<file path="src/rtl/button_press_classifier_pkg.sv">
// Shared definitions for the push-button classifier family.
// Holds the classifier FSM state encoding, the default 12 MHz board timing
// constants (so every button instance agrees) and a counter-width helper.
`timescale 1ns/1ps
package button_press_classifier_pkg;

    typedef enum logic [1:0] {
        ST_IDLE = 2'd0,
        ST_HELD = 2'd1,
        ST_LONG = 2'd2
    } state_e;

    // 12 MHz board: 20 ms debounce, 1 s long press, 200 ms auto-repeat.
    localparam int unsigned DEF_DEBOUNCE_CYC = 240_000;
    localparam int unsigned DEF_LONG_CYC     = 12_000_000;
    localparam int unsigned DEF_REPEAT_CYC   = 2_400_000;

    // Width of a counter that must hold 0 .. n-1 (never narrower than 1 bit).
    function automatic int unsigned cnt_width(input int unsigned n);
        return (n > 1) ? $clog2(n) : 1;
    endfunction

endpackage

</file>
<file path="src/rtl/button_sync_debounce.sv">
// 2-FF synchroniser followed by a debounce counter.
// Ports:
//   i_Clock       system clock, rising edge
//   i_Reset       asynchronous active-high reset
//   i_Button      raw button level, asynchronous to i_Clock
//   o_Level       debounced level (registered)
//   o_Level_Next  value o_Level takes on the coming edge (combinational)
`timescale 1ns/1ps
module button_sync_debounce
    import button_press_classifier_pkg::*;
#(
    parameter int unsigned DEBOUNCE_CYC = DEF_DEBOUNCE_CYC
) (
    input  logic i_Clock,
    input  logic i_Reset,
    input  logic i_Button,
    output logic o_Level,
    output logic o_Level_Next
);

    localparam int unsigned          DC_W    = cnt_width(DEBOUNCE_CYC);
    localparam logic [DC_W-1:0]      DC_LAST = DC_W'(DEBOUNCE_CYC - 1);

    logic            s1_q;
    logic            s2_q;
    logic            lvl_q;
    logic            lvl_d;
    logic [DC_W-1:0] dc_q;
    logic [DC_W-1:0] dc_d;

    always_comb begin
        lvl_d = lvl_q;
        dc_d  = '0;
        if (s2_q != lvl_q) begin
            if (dc_q == DC_LAST) begin
                lvl_d = ~lvl_q;
            end else begin
                dc_d = dc_q + 1'b1;
            end
        end
    end

    always_ff @(posedge i_Clock or posedge i_Reset) begin
        if (i_Reset) begin
            s1_q  <= 1'b0;
            s2_q  <= 1'b0;
            lvl_q <= 1'b0;
            dc_q  <= '0;
        end else begin
            s1_q  <= i_Button;
            s2_q  <= s1_q;
            lvl_q <= lvl_d;
            dc_q  <= dc_d;
        end
    end

    assign o_Level      = lvl_q;
    assign o_Level_Next = lvl_d;

endmodule

</file>
<file path="src/rtl/button_press_classifier.sv">
// Turns a raw push-button into debounced press events: short press on
// release, long press after LONG_CYC held cycles, then auto-repeat every
// REPEAT_CYC cycles while still held.
// Ports:
//   i_Clock        system clock, rising edge
//   i_Reset        asynchronous active-high reset
//   i_Button       raw button, active-high
//   o_Pressed      debounced level
//   o_Short_Press  1-cycle pulse on release of a hold shorter than LONG_CYC
//   o_Long_Press   1-cycle pulse when the hold reaches LONG_CYC
//   o_Repeat       1-cycle pulse every REPEAT_CYC cycles after long press
//   o_Long_Active  high from the long-press cycle until release
`timescale 1ns/1ps
module button_press_classifier
    import button_press_classifier_pkg::*;
#(
    parameter int unsigned DEBOUNCE_CYC = DEF_DEBOUNCE_CYC,
    parameter int unsigned LONG_CYC     = DEF_LONG_CYC,
    parameter int unsigned REPEAT_CYC   = DEF_REPEAT_CYC
) (
    input  logic i_Clock,
    input  logic i_Reset,
    input  logic i_Button,
    output logic o_Pressed,
    output logic o_Short_Press,
    output logic o_Long_Press,
    output logic o_Repeat,
    output logic o_Long_Active
);

    localparam int unsigned     HC_W    = cnt_width(LONG_CYC);
    localparam int unsigned     RC_W    = cnt_width(REPEAT_CYC);
    localparam logic [HC_W-1:0] HC_LAST = HC_W'(LONG_CYC - 1);
    localparam logic [RC_W-1:0] RC_LAST = RC_W'(REPEAT_CYC - 1);

    logic lvl;
    logic lvl_next;

    button_sync_debounce #(
        .DEBOUNCE_CYC(DEBOUNCE_CYC)
    ) u_sync_debounce (
        .i_Clock     (i_Clock),
        .i_Reset     (i_Reset),
        .i_Button    (i_Button),
        .o_Level     (lvl),
        .o_Level_Next(lvl_next)
    );

    state_e          state_q, state_d;
    logic [HC_W-1:0] hc_q, hc_d;
    logic [RC_W-1:0] rc_q, rc_d;
    logic            short_q, short_d;
    logic            long_q, long_d;
    logic            rep_q, rep_d;
    logic            active_q, active_d;

    // The FSM follows the debounced level's next value rather than the
    // registered one, so the registered pulses line up with the o_Pressed
    // edge itself (short press in the first low cycle, long press exactly
    // LONG_CYC cycles after the rise). Release is tested before the hold
    // and repeat terminal counts, so it wins any same-cycle collision.
    always_comb begin
        state_d  = state_q;
        hc_d     = hc_q;
        rc_d     = rc_q;
        short_d  = 1'b0;
        long_d   = 1'b0;
        rep_d    = 1'b0;
        active_d = 1'b0;
        case (state_q)
            ST_IDLE: begin
                if (lvl_next && !lvl) begin
                    state_d = ST_HELD;
                    hc_d    = '0;
                end
            end
            ST_HELD: begin
                if (!lvl_next) begin
                    state_d = ST_IDLE;
                    short_d = 1'b1;
                end else if (hc_q == HC_LAST) begin
                    state_d  = ST_LONG;
                    long_d   = 1'b1;
                    active_d = 1'b1;
                    rc_d     = '0;
                end else begin
                    hc_d = hc_q + 1'b1;
                end
            end
            ST_LONG: begin
                if (!lvl_next) begin
                    state_d = ST_IDLE;
                end else begin
                    active_d = 1'b1;
                    if (rc_q == RC_LAST) begin
                        rep_d = 1'b1;
                        rc_d  = '0;
                    end else begin
                        rc_d = rc_q + 1'b1;
                    end
                end
            end
            default: begin
                state_d = ST_IDLE;
            end
        endcase
    end

    always_ff @(posedge i_Clock or posedge i_Reset) begin
        if (i_Reset) begin
            state_q  <= ST_IDLE;
            hc_q     <= '0;
            rc_q     <= '0;
            short_q  <= 1'b0;
            long_q   <= 1'b0;
            rep_q    <= 1'b0;
            active_q <= 1'b0;
        end else begin
            state_q  <= state_d;
            hc_q     <= hc_d;
            rc_q     <= rc_d;
            short_q  <= short_d;
            long_q   <= long_d;
            rep_q    <= rep_d;
            active_q <= active_d;
        end
    end

    assign o_Pressed     = lvl;
    assign o_Short_Press = short_q;
    assign o_Long_Press  = long_q;
    assign o_Repeat      = rep_q;
    assign o_Long_Active = active_q;

endmodule

</file>
<file path="config.mk">
export PLATFORM = sky130hd
export DESIGN_NAME = button_press_classifier
export DESIGN_NICKNAME = d
export VERILOG_FILES = /design/src/rtl/button_press_classifier_pkg.sv /design/src/rtl/button_sync_debounce.sv /design/src/rtl/button_press_classifier.sv
export SDC_FILE = /design/constraint.sdc
export NUM_CORES = 1
export LEC_CHECK = 0
export ABC_AREA = 1
export CORE_MARGIN = 3
export CORE_UTILIZATION = 40
export DETAILED_ROUTE_END_ITERATION = 10
export GPL_ROUTABILITY_DRIVEN = 0
export GPL_TIMING_DRIVEN = 1
export PLACE_DENSITY = 0.62
export SETUP_SLACK_MARGIN = 0.5
export SLEW_MARGIN = 40
export SYNTH_ARGS = -nofsm -noshare
export SYNTH_HDL_FRONTEND = slang
export SYNTH_SLANG_ARGS = --single-unit
</file>
<file path="constraint.sdc">
create_clock -name i_Clock -period 4.2 [get_ports i_Clock]
set_input_delay 1.26 -clock i_Clock [delete_from_list [all_inputs] [get_ports i_Clock]]
set_output_delay 1.26 -clock i_Clock [all_outputs]
set_load 0.02 [all_outputs]
</file>
==> impl_summary.md, run 1 <==
Setup path
The required time of the critical path is 2.94 ns. The highest fanout seen on the critical path is 4. The classification of the worst setup path is register to output pin. The signal arrival time at the worst endpoint is ~1.4 ns. The slowest cell on the critical path is clkdlybuf4s50_1. The gate family responsible for the most delay along the worst path is buffers and inverters. STA classifies the critical path startpoint as a register. The critical path goes through clkdlybuf4s50_1. The count of buffering cells on the critical path with inverters included is 1.

STA classifies the critical path endpoint as an output pin. In this design, the stage delay of the slowest critical-path cell is approximately 0.64 ns.

Final layout
Cells with a size suffix above 1 make up approximately 7.5% of the layout. The area growth from synthesis to layout is 9.35%. The library cells used most frequently in the layout, excluding fill and tap cells, are nand2_1, nor2_1, dfrtp_1, nand3_1, inv_1. The repair_antennas step left the layout with diodes totalling 0. The commonest non-fill, non-tap cell in the layout is nand2_1.

The number of nets in the layout is between 700 and 800.

Place
The sum of net half-perimeters after detailed placement is roughly 7600 um. The number of buffer cells added on primary ports is 7.

Floorplanning
8 I/O pins were placed. The die is around 120 um wide. The core footprint is between 0.01 and 0.015 sq mm. The placement row count is 39. Once the floorplan was initialized, standard cells occupied 41.9% of the core. In this run the vertical extent of the chip is ~120 um. The die covers ~0.014 sq mm.

Power
Net switching is 22.1% of the power. The sequential cell fraction of total power is between 40% and 50%. The power density normalized to cell area is between 200 and 300 mW/mm^2. In this run the static leakage power is 2.23 nW. The maximum VDD drop is 0.193 mV. The clock network power share is 51.0%. After layout, the design draws a total of 0.00151 W. The cell-internal power is approximately 0.0012 W. The share of total power in combinational logic is around 1.7%. In this run the power spent charging and discharging nets is ~0.00033 W.

STA
At the pin with the least slew margin, the transition time is approximately 0.65 ns. For this run, the top clock speed supported by timing is roughly 370 MHz. In the final timing run, aggregate negative setup slack is 0 ns. Setup repair after global routing left no endpoint under its margin.

Headroom to the max-slew limit came out at roughly 56%. Between clock sinks in the finished design, the worst skew comes to 0.00959 ns. After layout, the minimum clock period comes to between 2 and 3 ns.

In the finished design, the share of the clock period the worst path needs comes to 63.8%. The number of failing setup endpoints in the final timing report is 0. The number of slew-limit violations in the final report is 0. The number of hold violations in the final report is 0.

Logic synthesis
The synthesized net count is between 700 and 800. The sequential share of the synthesized area is 37.4%. For this run, the number of Yosys warnings is 0. The number of synthesized register bits is 73. Counting flops with an async set or reset pin after synthesis yields a share of 100%.

The cell count after synthesis is 717. The netlist area before placement is ~0.005 sq mm. The most used flip-flop cell after synthesis is dfrtp_1.

The number of synthesized flops with an enable pin is 0. The synthesized area per cell is approximately 7 sq um. The count of cell types in the netlist is 34.

Clock tree
The largest buffer count on any clock path is 2. The clock reaches the later pin of the worst-skew pair after between 0.3 and 0.4 ns. Counting every sink on the clock net gives 73. The post-CTS setup repair buffer count is 0. The number of buffers inserted for hold repair after clock tree synthesis is 0.

The clock transition time at the flip-flop clock pins of the worst setup and hold paths is 0.06 ns. The TritonCTS clock tree is yes. The number of resized instances in the post-cts repair step is 0. The number of buffers added by the clock tree synthesis step is 9. The H-tree was split into 3 levels. The clock root buffer is clkbuf_16.

Run status
The flow ran to the end, and the final reports show no timing, DRC or antenna violations.

Detailed routing
The final layout contains routed wiring with a total length of approximately 11000 um. The pre-antenna-repair detailed-routing pass consisted of 4 iterations. For this block, the initial DRC count from the detailed router was 340. Once detail routing completed, the nets flagged for antenna violations numbered 0. The detailed router placed around 4400 vias in this run. The per-cell routed wire length is between 10 and 15 um. The residual DRC count is 0. In the routed layout, each cell is associated on average with a via count of 5.03.

Global routing
The first global-routing pass estimated around 19000 um of wire. The aggregate global-route resource usage is between 15 and 20%. The number of global-route vias before repair is 3957. The initial antenna violation count is 0. Entering global routing, the biggest net connects 74 pins.

After global routing the overflow that remains totals 0.

Hold path
The path category of the worst min-delay check is register to register.

Job
Max-cap violations in this run came to 0.
stage by stage:
stage | setup WS, ns | std cells | hold WS [ns] | utilization, % | cell area [sq um]
after floorplan | 1.09 | 717 | 0.331 | - | 4880
after global placement | 1.90 | 851 | 0.334 | 43.2 | 5040
after detailed placement | 1.87 | 851 | 0.349 | 43.3 | 5050
after CTS | 1.50 | 866 | 0.363 | 45.8 | 5340
after global routing | 1.47 | 866 | 0.382 | 45.8 | 5340
final | 1.52 | 866 | 0.360 | 45.8 | 5340
Yosys cell counts, types with 4 or more instances:
library cell | number | area share, %
nand2_1 | 254 | 20
nor2_1 | 125 | 9.6
dfrtp_1 | 73 | 37
nand3_1 | 57 | 5.8
inv_1 | 56 | 4.3
nor3_1 | 24 | 2.5
nand4_1 | 19 | 2.4
xor2_1 | 14 | 2.5
nand3_2 | 12 | 2.5
xnor2_1 | 10 | 1.8
nor3b_1 | 8 | 1.2
a21oi_1 | 6 | 0.61
clkbuf_1 | 6 | 0.46
ha_1 | 6 | 1.5
nand2_4 | 5 | 1.2
buf_4 | 4 | 0.61
buf_6 | 4 | 0.92
inv_2 | 4 | 0.31
or2_2 | 4 | 0.51
registers in the layout, summed over array words and instances, names as in the netlist:
name                     cells
o_Long_Active                1
state_q                      2
u_sync_debounce.s1_q         1
o_Short_Press                1
rc_q                        22
hc_q                        24
o_Repeat                     1
u_sync_debounce.dc_q        18
o_Long_Press                 1
u_sync_debounce.o_Level      1
u_sync_debounce.s2_q         1
per-layer routing:
metal | global-route usage (%) | share of wire, % | vias up
met5 | 0 | 0 | -
met4 | 5.03 | 1.3 | 0
met3 | 3.63 | 3.1 | 14
met2 | 26.7 | 45 | 71
met1 | 23.9 | 50 | 1994
li1 | - | - | 2274
area by class of cell:
| cell class | count | area, sq um |
|---|---|---|
| Clock buffer | 9 | 225 |
| Clock inverter | 6 | 68.8 |
| Fill cell | 1157 | 6320 |
| Inverter | 60 | 225 |
| Multi-Input combinational cell | 567 | 2730 |
| Sequential cell | 73 | 1830 |
| Tap cell | 143 | 179 |
| Timing Repair Buffer | 8 | 90.1 |
kinds of logic (layout without fill, tap and decap cells):
group / after synthesis / in the layout / synth area share, %
xor+xnor: 24 / 24 / 4.30
fa+ha+maj: 6 / 6 / 1.54
simple gates: 520 / 520 / 47.5
compound gates: 17 / 17 / 2.28
buf+inv: 77 / 83 / 6.97
flops: 73 / 73 / 37.4
power by group through the flow:
stage / Combinational, W / Clock (W) / Sequential (W)
after floorplan: 0.0000170 / 0 / 0.000723
after global placement: 0.0000276 / 0 / 0.000724
after detailed placement: 0.0000278 / 0 / 0.000724
after CTS: 0.0000278 / 0.000794 / 0.000711
after global routing: 0.0000315 / 0.000823 / 0.000711
final: 0.0000261 / 0.000768 / 0.000711
worst paths after layout:
| check | cells after the start | slack (ns) | to | start |
|---|---|---|---|---|
| min in group asynchronous | 3 | 1.32 | rc_q[13]$_DFFE_PP0P_ | i_Reset |
| max reg2reg | 9 | 1.89 | rc_q[3]$_DFFE_PP0P_ | rc_q[0]$_DFFE_PP0P_ |
| min | 0 | 0.36 | u_sync_debounce.s2_q$_DFF_PP0_ | u_sync_debounce.s1_q$_DFF_PP0_ |
| max | 1 | 1.52 | o_Pressed | u_sync_debounce.o_Level$_DFF_PP0_ |
| max in group asynchronous | 3 | 2.56 | hc_q[21]$_DFFE_PP0P_ | i_Reset |
| min reg2reg | 0 | 0.36 | u_sync_debounce.s2_q$_DFF_PP0_ | u_sync_debounce.s1_q$_DFF_PP0_ |
Note: power is estimated with default switching activity, not from simulation.
==> run 2: changes to the inputs <==
clock period = 2.81 ns   (was 4.2 ns; I/O delays follow)
==> run 2 against run 1 <==
Clock skew rose by 0.0014 ns; global-route usage rose by 0.50 points; core utilization rose by 0.53 points; setup slack got worse by 0.82 ns; first-iteration DRC count rose by 6.2%; critical path depth did not move; die area did not move; critical path type unchanged; largest power group unchanged; highest routed layer unchanged.
==> impl_summary.md, run 2 (same netlist as run 1, synthesis figures left out) <==
STA
The number of hold violations in the final report is 0. The worst setup slack after layout is about 0.70 ns. Of the available clock period, the critical path in the final layout requires roughly 75%. The routed design could run at a clock period as short as around 2.1 ns. Derived from the worst setup path, the maximum achievable clock frequency is around 470 MHz.

Setup violations remaining at the end of the flow were counted as 0. Headroom to the max-slew limit came out at roughly 53%. Setup repair after global routing left no endpoint under its margin. Clock skew on the completed layout was measured at 0.0110 ns. At the pin with the least slew margin, the transition time is 0.701 ns. The setup TNS after final layout is 0 ns. The number of slew-limit violations in the final report is 0.

Detailed routing
The iteration count of the initial detailed-routing pass is 5. The final route contains ~4400 vias. The violation count after the first detailed-routing iteration is approximately 360.

Once detail routing completed, the nets flagged for antenna violations numbered 0. The total routed wirelength is about 11000 um. For this run, design rule violations remaining after detail routing come to 0. Dividing the detail-routed wire length by the instance count gives approximately 13 um. Using the TritonRoute via totals, the vias-per-cell ratio works out to a little over 5.

Final layout
After routing the design area is roughly 0.0054 sq mm. In the final layout, the registers with the most flip-flops are hc_q x24, rc_q x22, u_sync_debounce.dc_q x18. The number of flip-flops in the largest register is 24. The share of post-route cells with drive strength above 1 is roughly 8.2%. The layout filler cell count is approximately 1200. Leaving out fill and tap cells, the most frequent cell in the layout is nand2_1. The top cell types in the final layout, fill and taps aside, are nand2_1, nor2_1, dfrtp_1, nand3_1, inv_1. Relative to the synthesized area, the layout overhead comes to 10.6%. The register containing the most flip-flops in the final layout is hc_q. The net count of the finished layout is between 700 and 800. Once layout is complete, the cells apart from fillers number 872.

The antenna diode count is 0.

Clock tree
The insertion delay to the later sink of the worst-skew pair is around 0.35 ns. The tree is rooted in a clkbuf_16. The number of clock buffers added by TritonCTS is 9.

In this run the number of H-tree levels came out at 3. TritonCTS built the clock tree. The clock transition time at the flip-flop clock pins of the worst setup and hold paths is ~0.060 ns. The largest buffer count on any clock path is 2.

The CTS sink count is 73.

Setup path
The slowest cell on the critical path is clkdlybuf4s50_1. Data on the critical path arrives at its endpoint at around 1.3 ns. The required time of the critical path is 1.97 ns. Counting both buffers and inverters, the worst setup path holds a total of 1. The gate family responsible for the most delay along the worst path is buffers and inverters. In this run the worst path has a maximum fanout of 1. The worst setup path is launched from a register. The worst setup path is of the register to output pin kind.

Walking the worst path, the cells encountered are clkdlybuf4s50_1. The highest cell delay on the worst timing path is approximately 0.60 ns. The element type at the critical path end is an output pin.

Place
The cell area reported after detailed placement is slightly above 0.005 sq mm. The minimum setup slack after placement is 0.545 ns. Counting tap cells, the placed design contains a total of 853 instances.

Buffers placed on the I/O ports in this run total 7. Summed over all nets, the half-perimeter wirelength after detailed placement is approximately 7800 um.

Floorplanning
Once the floorplan was initialized, standard cells occupied 41.9% of the core. In this run the vertical extent of the chip is ~120 um. The floorplan has 39 rows. The core footprint is between 0.01 and 0.015 sq mm. In this run the horizontal extent of the chip is roughly 120 um. In this run the count of I/O pins placed on the die edge is 8. The die covers 0.0136 sq mm.

Power
In this run the power density over the cells is between 400 and 500 mW/mm^2. The maximum VDD drop is a little under 0.3 mV. The design draws around 0.0022 W. The static leakage power is 2.25 nW.

Global routing
The first-pass GRT wire length is approximately 19000 um. Summed over all layers, the global routing overflow is 0. The aggregate global-route resource usage is 17.6%.

The number of global-route vias before repair came to between 4000 and 5000. Entering global routing, the biggest net connects 40 pins. The initial antenna violation count is 0.

Run status
The flow ran to the end, and the final reports show no timing, DRC or antenna violations.

Hold path
The path category of the worst min-delay check is register to register.

Job
Across the run, the number of max-cap violations was 0.
[run 2: layer usage]
layer	vias to the layer above	GRT usage [%]	part of all wire (%)
li1	2295	-	-
met1	2003	23.4	48
met2	100	28.4	46
met3	11	5.18	4.9
met4	0	4.02	1.1
met5	-	0	0
[run 2: path summary, 6_finish.rpt]
check                                             startpoint                              to  slack, ns  cells past startpoint
min                           u_sync_debounce.s1_q$_DFF_PP0_  u_sync_debounce.s2_q$_DFF_PP0_       0.34                      0
min reg2reg                   u_sync_debounce.s1_q$_DFF_PP0_  u_sync_debounce.s2_q$_DFF_PP0_       0.34                      0
max in group asynchronous                            i_Reset             hc_q[8]$_DFFE_PP0P_       1.35                      3
max reg2reg                u_sync_debounce.dc_q[0]$_DFF_PP0_            hc_q[14]$_DFFE_PP0P_       0.76                      8
max                                  o_Short_Press$_DFF_PP0_                   o_Short_Press       0.70                      1
min in group asynchronous                            i_Reset            rc_q[19]$_DFFE_PP0P_       0.89                      2
[run 2: metrics by stage]
step	utilization, %	hold slack (ns)
after global placement	43.4	0.334
after global routing	46.3	0.345
final	46.3	0.340
after floorplan	-	0.331
after detailed placement	43.4	0.335
after CTS	45.9	0.343
[run 2: cell type report]
cell class / count / area, sq um / share of cell area [%]
clock buffer: 10 / 239 / 4.42
clock inverter: 6 / 51.3 / 0.950
inverter: 60 / 231 / 4.28
multi-input combinational: 569 / 2760 / 51.2
sequential: 73 / 1830 / 33.8
tap: 143 / 179 / 3.31
timing repair buffer: 11 / 111 / 2.06
[run 2: worst reg2reg max path, stage by stage (launching register included)]
cell     delay, ns
dfrtp_1       0.45
ha_1          0.24
nand3_2       0.13
nor2_2        0.26
nand4_1       0.19
nand2_4       0.24
buf_4         0.29
nand3_1       0.12
nand2_1       0.07
[run 2: timing repair]
item,CTS,global route
resized for setup,1,5
setup buffers,0,1
endpoints found under the setup margin,1,45
hold endpoints to repair,0,0
hold buffers,0,0
gates cloned,0,2
pin swaps,0,3
[run 2: report_power, final]
part	switching (W)	internal [W]	total, W
Combinational	0.0000305	0.0000110	0.0000415
Clock	0.000476	0.000630	0.00111
Sequential	0.00000631	0.00106	0.00106
Total	0.000513	0.00170	0.00221
==> run 3: changes to the inputs <==
PLACE_DENSITY = 0.64   (was 0.62)
clock period = 1.8 ns   (was 2.81 ns; I/O delays follow)
==> run 3 against run 2 <==
Register-to-register slack lost 0.66 ns; setup slack got worse by 0.60 ns; via count is 12% higher; critical path depth rose by 7; critical path type is now register to register; highest routed layer unchanged.
==> impl_summary.md, run 3 (same netlist as run 1, synthesis figures left out) <==
Run status
The flow ran to the end, and the final reports show no timing, DRC or antenna violations.

Place
The number of placed instances, taps included is between 800 and 900. The minimum setup slack after placement is roughly 0.0073 ns. Buffers placed on the I/O ports in this run total 7. The sum of net half-perimeters after detailed placement is about 8300 um.

Detailed routing
The residual DRC count is 0. Dividing the detail-routed wire length by the instance count gives roughly 14 um. The violation count after the first detailed-routing iteration is 384. The first detailed-routing pass took 5 iterations.

Once detail routing completed, the nets flagged for antenna violations numbered 0. The total routed wirelength is 13400 um. The routed via count is a little under 5000. The routed via count divided by cell count is 5.24.

Final layout
Leaving out fill and tap cells, the most frequent cells in the layout are nand2_1, nor2_1, dfrtp_1, inv_1, buf_4. In the final layout, the share of cells above drive strength 1 is approximately 25%. The multi-input combinational cell area is 0.00321 sq mm.

The area added between synthesis and finish is 33.9%. hc_q holds more flip-flops than any other register. The number of antenna diodes in the final layout is 0.

The number of nets in the layout is about 800. In the final layout, the registers with the most flip-flops are hc_q x24, rc_q x22, u_sync_debounce.dc_q x18. The sequential cell area is about 0.0018 sq mm.

The commonest non-fill, non-tap cell in the layout is nand2_1. The register with the most flip-flops in the layout has 24 of them. The layout filler cell count is roughly 1100.

The finished layout holds 941 standard cells, fillers aside.

Hold path
The number of instances on the worst hold path is 0. The worst hold path begins at u_sync_debounce.s1_q$_DFF_PP0_. In this run the worst hold path is classified as register to register.

STA
The portion of the clock cycle consumed by the worst path in the final layout is 94.2%. The number of failing setup endpoints in the final timing report is 0. The minimum clock period after layout is between 1.5 and 2 ns. Measured against its own limit, the worst slew margin works out to between 50% and 60%. The number of slew-limit violations in the final report is 0.

Setup repair after global routing could not meet its margin everywhere. For the final routed database, the setup TNS stands at 0 ns. The maximum clock frequency is 590 MHz. The number of hold violations in the final report came to 0. The clock arrives with between 0.01 and 0.015 ns of skew. Setup slack closes at roughly 0.10 ns. The worst-margin pin slew is just over 0.6 ns.

Setup path
Tracing the worst setup path back leads to its startpoint at u_sync_debounce.dc_q[1]$_DFF_PP0_. In this run the worst path has a maximum fanout of 8. Traced cell by cell, the critical path runs through ha_4 -> nand3_4 -> nor2_4 -> nand4_1 -> nand2_4 -> nand3_4 -> nand2_1 -> nand2_1. The startpoint of the most critical register-to-register path is u_sync_debounce.dc_q[1]$_DFF_PP0_. On the critical path, the stage with the largest delay is an instance of dfrtp_1. STA classifies the critical path startpoint as a register. The element type at the critical path end is a register. The length in cells of the worst reg-to-reg path is 8. The highest cell delay on the worst timing path is around 0.39 ns. STA puts the critical path data arrival time at around 1.9 ns. STA puts the critical path data required time at about 2.0 ns. The critical path is of the register to register type.

Clock tree
Counting along the longest clock path gives a buffer depth of 2. The number of buffers added by the clock tree synthesis step is 9. The TritonCTS clock tree is yes.

The clock root buffer is clkbuf_16. Buffers inserted to repair hold after CTS numbered 0. The clock transition time at the flip-flop clock pins of the worst setup and hold paths is around 0.060 ns. The clock tree synthesis step divided the H-tree into 3 levels. The CTS sink count is between 70 and 80.

The clock reaches the later pin of the worst-skew pair after 0.35 ns.

Job
The number of violations of the max-capacitance limit is 0.

Global routing
The aggregate global-route resource usage is a little over a fifth. The total overflow reported by the global router is 0. Entering global routing, the biggest net connects 26 pins. The number of global-route vias before repair was 4750. The initial antenna violation count is 0. The first global-routing pass estimated 22600 um of wire.

Floorplanning
The initial standard-cell utilization of the core is 41.9%. The core region is around 0.012 sq mm. 8 I/O pins were placed. The die is between 100 and 150 um wide. The die covers around 0.014 sq mm. The placement row count is 39. The die is between 100 and 150 um tall.

Power
Power comes to 0.00390 W. Power spread over the standard cell area amounts to a little under 600 mW/mm^2. VDD sags by at most around 0.38 mV. For this design the static power due to leakage is between 2 and 3 nW.
[run 3: changes by cell type in the layout (fill, tap and decap cells not counted), sizes merged, moves of 2 or more]
cell           previous run  this run
buf                       4        74
bufinv                    0         3
nand2                   261       264
nand3                    72        74
clkinv                    4         0
clkdlybuf4s50             6         2
[run 3: critical path: cells and delay by family (launching register included)]
kind	cells	cell delay, ns
and+or+nand+nor	7	1.01
DFF	1	0.39
adders and majority gates	1	0.16
[run 3: path summary, 6_finish.rpt]
check                           slack, ns                              to
worst max-delay path                 0.10             hc_q[1]$_DFFE_PP0P_
worst min-delay path                 0.35  u_sync_debounce.s2_q$_DFF_PP0_
worst max register to register       0.10             hc_q[1]$_DFFE_PP0P_
worst min register to register       0.35  u_sync_debounce.s2_q$_DFF_PP0_
max in group asynchronous            0.80            hc_q[21]$_DFFE_PP0P_
min in group asynchronous            0.55             rc_q[8]$_DFFE_PP0P_
[run 3: report_power, final]
group	switching [W]	total [W]	internal (W)	leakage (nW)
clock network	0.000736	0.00213	0.00140	0.165
registers	0.00000995	0.00166	0.00165	1.01
logic	0.0000632	0.000110	0.0000472	1.52
total	0.000809	0.00390	0.00309	2.69
[run 3: area by class of cell]
type,count,area share [%]
clock buffers,10,3.65
repair buffers,76,11.3
clock inverters,6,1.74
well taps,143,2.74
multi-input cells,573,49.0
flip-flops and latches,73,28.0
inverters,60,3.62
[run 3: per-layer routing]
metal / up-vias / part of all wire, % / global-route usage (%)
met3: 27 / 4.5 / 3.37
li1: 2438 / - / -
met4: 0 / 2.2 / 9.05
met5: - / 0 / 0
met2: 140 / 47 / 34.1
met1: 2329 / 46 / 27.4
[run 3: repair_timing]
action                                  4_1_cts  5_1_grt
resized for setup                            68       48
cloned                                        6        0
pin swaps                                    20       23
buffers inserted                             16       20
endpoints found under the setup margin       72       76
[run 3: stage by stage]
stage | hold slack (ns) | util [%] | area, sq um
floorplan | 0.331 | - | 5020
global placement | 0.336 | 46.7 | 5450
detailed placement | 0.341 | 46.7 | 5450
CTS | 0.355 | 53.4 | 6220
global route | 0.366 | 56.1 | 6540
finish | 0.348 | 56.1 | 6540
==> variant, RTL diff (flow settings as in run 3) <==
`dc_q` no longer has a reset.
--- a/src/rtl/button_sync_debounce.sv
+++ b/src/rtl/button_sync_debounce.sv
@@ -45,13 +45,15 @@
             s1_q  <= 1'b0;
             s2_q  <= 1'b0;
             lvl_q <= 1'b0;
-            dc_q  <= '0;
         end else begin
             s1_q  <= i_Button;
             s2_q  <= s1_q;
             lvl_q <= lvl_d;
-            dc_q  <= dc_d;
         end
+    end
+
+    always_ff @(posedge i_Clock) begin
+        dc_q <= dc_d;
     end
 
     assign o_Level      = lvl_q;
Behaviour: no difference found for any inputs over 10 cycles, from zero or initial values and one cycle with i_Reset high; that may be too few to reach the edited logic, so the function may still have changed.
==> variant against run 3 <==
Critical path depth grew 5; design area rose by 1.6%; global-route usage shrank 1.3 points; largest cell class unchanged; sequential share of layout area fell by 1.5 points; core utilization is 1.6 points higher; total power down 3.5%; via count down 2.7%; synthesized area is 2.9% lower; largest power group unchanged; sequential cell count did not move; wire length shrank 1.9%; count of clock-buffer cells in the layout stayed put; setup slack worse by 0.028 ns.
==> variant: results (changes against run 3) <==
Critical Path End=hc_q[3]$_DFFE_PP0P_ (was hc_q[1]$_DFFE_PP0P_); vias in the first global route=4419 (was 4750); post-synth net total=698 (was 726); CTS Buf Count=9 (unchanged); R2R cell count=13 (was 8); max_slew headroom=64.7% (was 58.4%); Critical Path Fanout Max=5 (was 8); fmax=0.580 GHz (was 0.590 GHz); Max rail drop VDD=425 uV (was 384 uV); Synth Flop Type=dfrtp_1 (unchanged); pre-CTS WS=0.0729 ns (was 0.00734 ns); Cells after DPL=854 (was 883); status=complete, no violations (unchanged); largest net degree at the start of global routing=23 (was 26); Reg2Reg Setup Slack=0.08 ns (was 0.10 ns); global-route wire length before repair=20700 um (was 22600 um); Crit. Startpoint=u_sync_debounce.dc_q[1]$_SDFF_PP0_ (was u_sync_debounce.dc_q[1]$_DFF_PP0_); synth top area cells=dfrtp_1 (29%), nand2_1 (17%), nand3_1 (8.4%) (was dfrtp_1 (37%), nand2_1 (20%), nor2_1 (9.6%)); Seq/Total Area, Yosys=36.6% (was 37.4%); Syn Area/Cell=6.88 um^2 (was 6.81 um^2); skew final=0.00471 ns (was 0.0118 ns); Synth async-reset ratio=75.3% (was 100%); GRT Util Overall=19.6% (was 20.9%); via count=4803 (was 4934); initial drt markers=352 (was 384); WL/cell=14.3 um (was 14.2 um); Critical Path Max Stage Delay=0.35 ns (was 0.39 ns); Netlist cell types=38 (was 34); Synth top cells by count=nand2_1 (215), nor2_1 (105), nand3_1 (80) (was nand2_1 (254), nor2_1 (125), dfrtp_1 (73)); Critical-path top delay cell=dfxtp_2 (was dfrtp_1); Detailed Route WL=13100 um (was 13400 um); HPWL Detailed=8220 um (was 8340 um); final net count=777 (was 802); leak pwr=2.74 nW (was 2.69 nW); Worst EP arrival=2.00 ns (was 1.93 ns); share of layout cells above drive strength 1=32.0% (was 25.4%)
-- variant: cell types whose count changed in the layout (fill, tap and decap cells not counted), sizes merged, moves of 9 or more --
cell          run 3  this run
dfrtp            73        55
dfxtp             0        18
nand2           264       230
nand3            74        83
nor2            131       110
nor3             24        15
o21ai             4        21
-- variant: worst min path at each step --
stage	start	to	slack, ns
2_1_floorplan	u_sync_debounce.s1_q$_DFF_PP0_	u_sync_debounce.s2_q$_DFF_PP0_	0.33
3_3_place_gp	u_sync_debounce.s1_q$_DFF_PP0_	u_sync_debounce.s2_q$_DFF_PP0_	0.34
3_5_place_dp	u_sync_debounce.s1_q$_DFF_PP0_	u_sync_debounce.s2_q$_DFF_PP0_	0.34
4_1_cts	u_sync_debounce.s1_q$_DFF_PP0_	u_sync_debounce.s2_q$_DFF_PP0_	0.36
5_1_grt	u_sync_debounce.s1_q$_DFF_PP0_	u_sync_debounce.s2_q$_DFF_PP0_	0.36
6_report	u_sync_debounce.s1_q$_DFF_PP0_	u_sync_debounce.s2_q$_DFF_PP0_	0.36
-- variant: repair_timing --
action / in CTS / in global routing
setup endpoints to repair: 76 / 76
setup buffers: 23 / 18
resized for setup: 90 / 84
cloned: 3 / 2
pin swaps: 19 / 30
-- variant: kinds of logic after synthesis --
| group | after synthesis | synth area share, % |
|---|---|---|
| adders and majority gates | 6 | 1.58 |
| DFF | 73 | 36.6 |
| buffers and inverters | 78 | 7.76 |
| xor gates and xnor gates | 18 | 3.33 |
| and+or+nand+nor | 472 | 44.0 |
| AOI/OAI and AO/OA | 42 | 6.73 |
-- variant: final cells by class --
| type | instances | area, um^2 |
|---|---|---|
| inverter | 60 | 235 |
| clock inverter | 6 | 90.1 |
| tap | 143 | 179 |
| timing repair inverter | 1 | 7.51 |
| clock buffer | 10 | 239 |
| fill | 994 | 4870 |
| multi-input combinational | 539 | 3220 |
| sequential | 73 | 1760 |
| timing repair buffer | 84 | 912 |
-- variant: routing by layer --
| metal | vias up | global-route usage [%] | routed length (um) |
|---|---|---|---|
| met5 | - | 0 | 0 |
| met3 | 27 | 4.53 | 493 |
| met2 | 112 | 32.0 | 6650 |
| li1 | 2370 | - | - |
| met4 | 0 | 9.31 | 364 |
| met1 | 2294 | 24.3 | 5640 |
-- variant: stage by stage --
stage	power, mW	area (um^2)
after floorplan	1.72	4860
after global placement	1.75	5270
after detailed placement	1.75	5270
after CTS	3.78	6130
after global routing	3.88	6650
final	3.76	6650
-- variant: power breakdown --
part | switching, mW | internal, mW
Combinational | 0.0601 | 0.0464
Sequential | 0.0102 | 1.64
Clock | 0.746 | 1.26
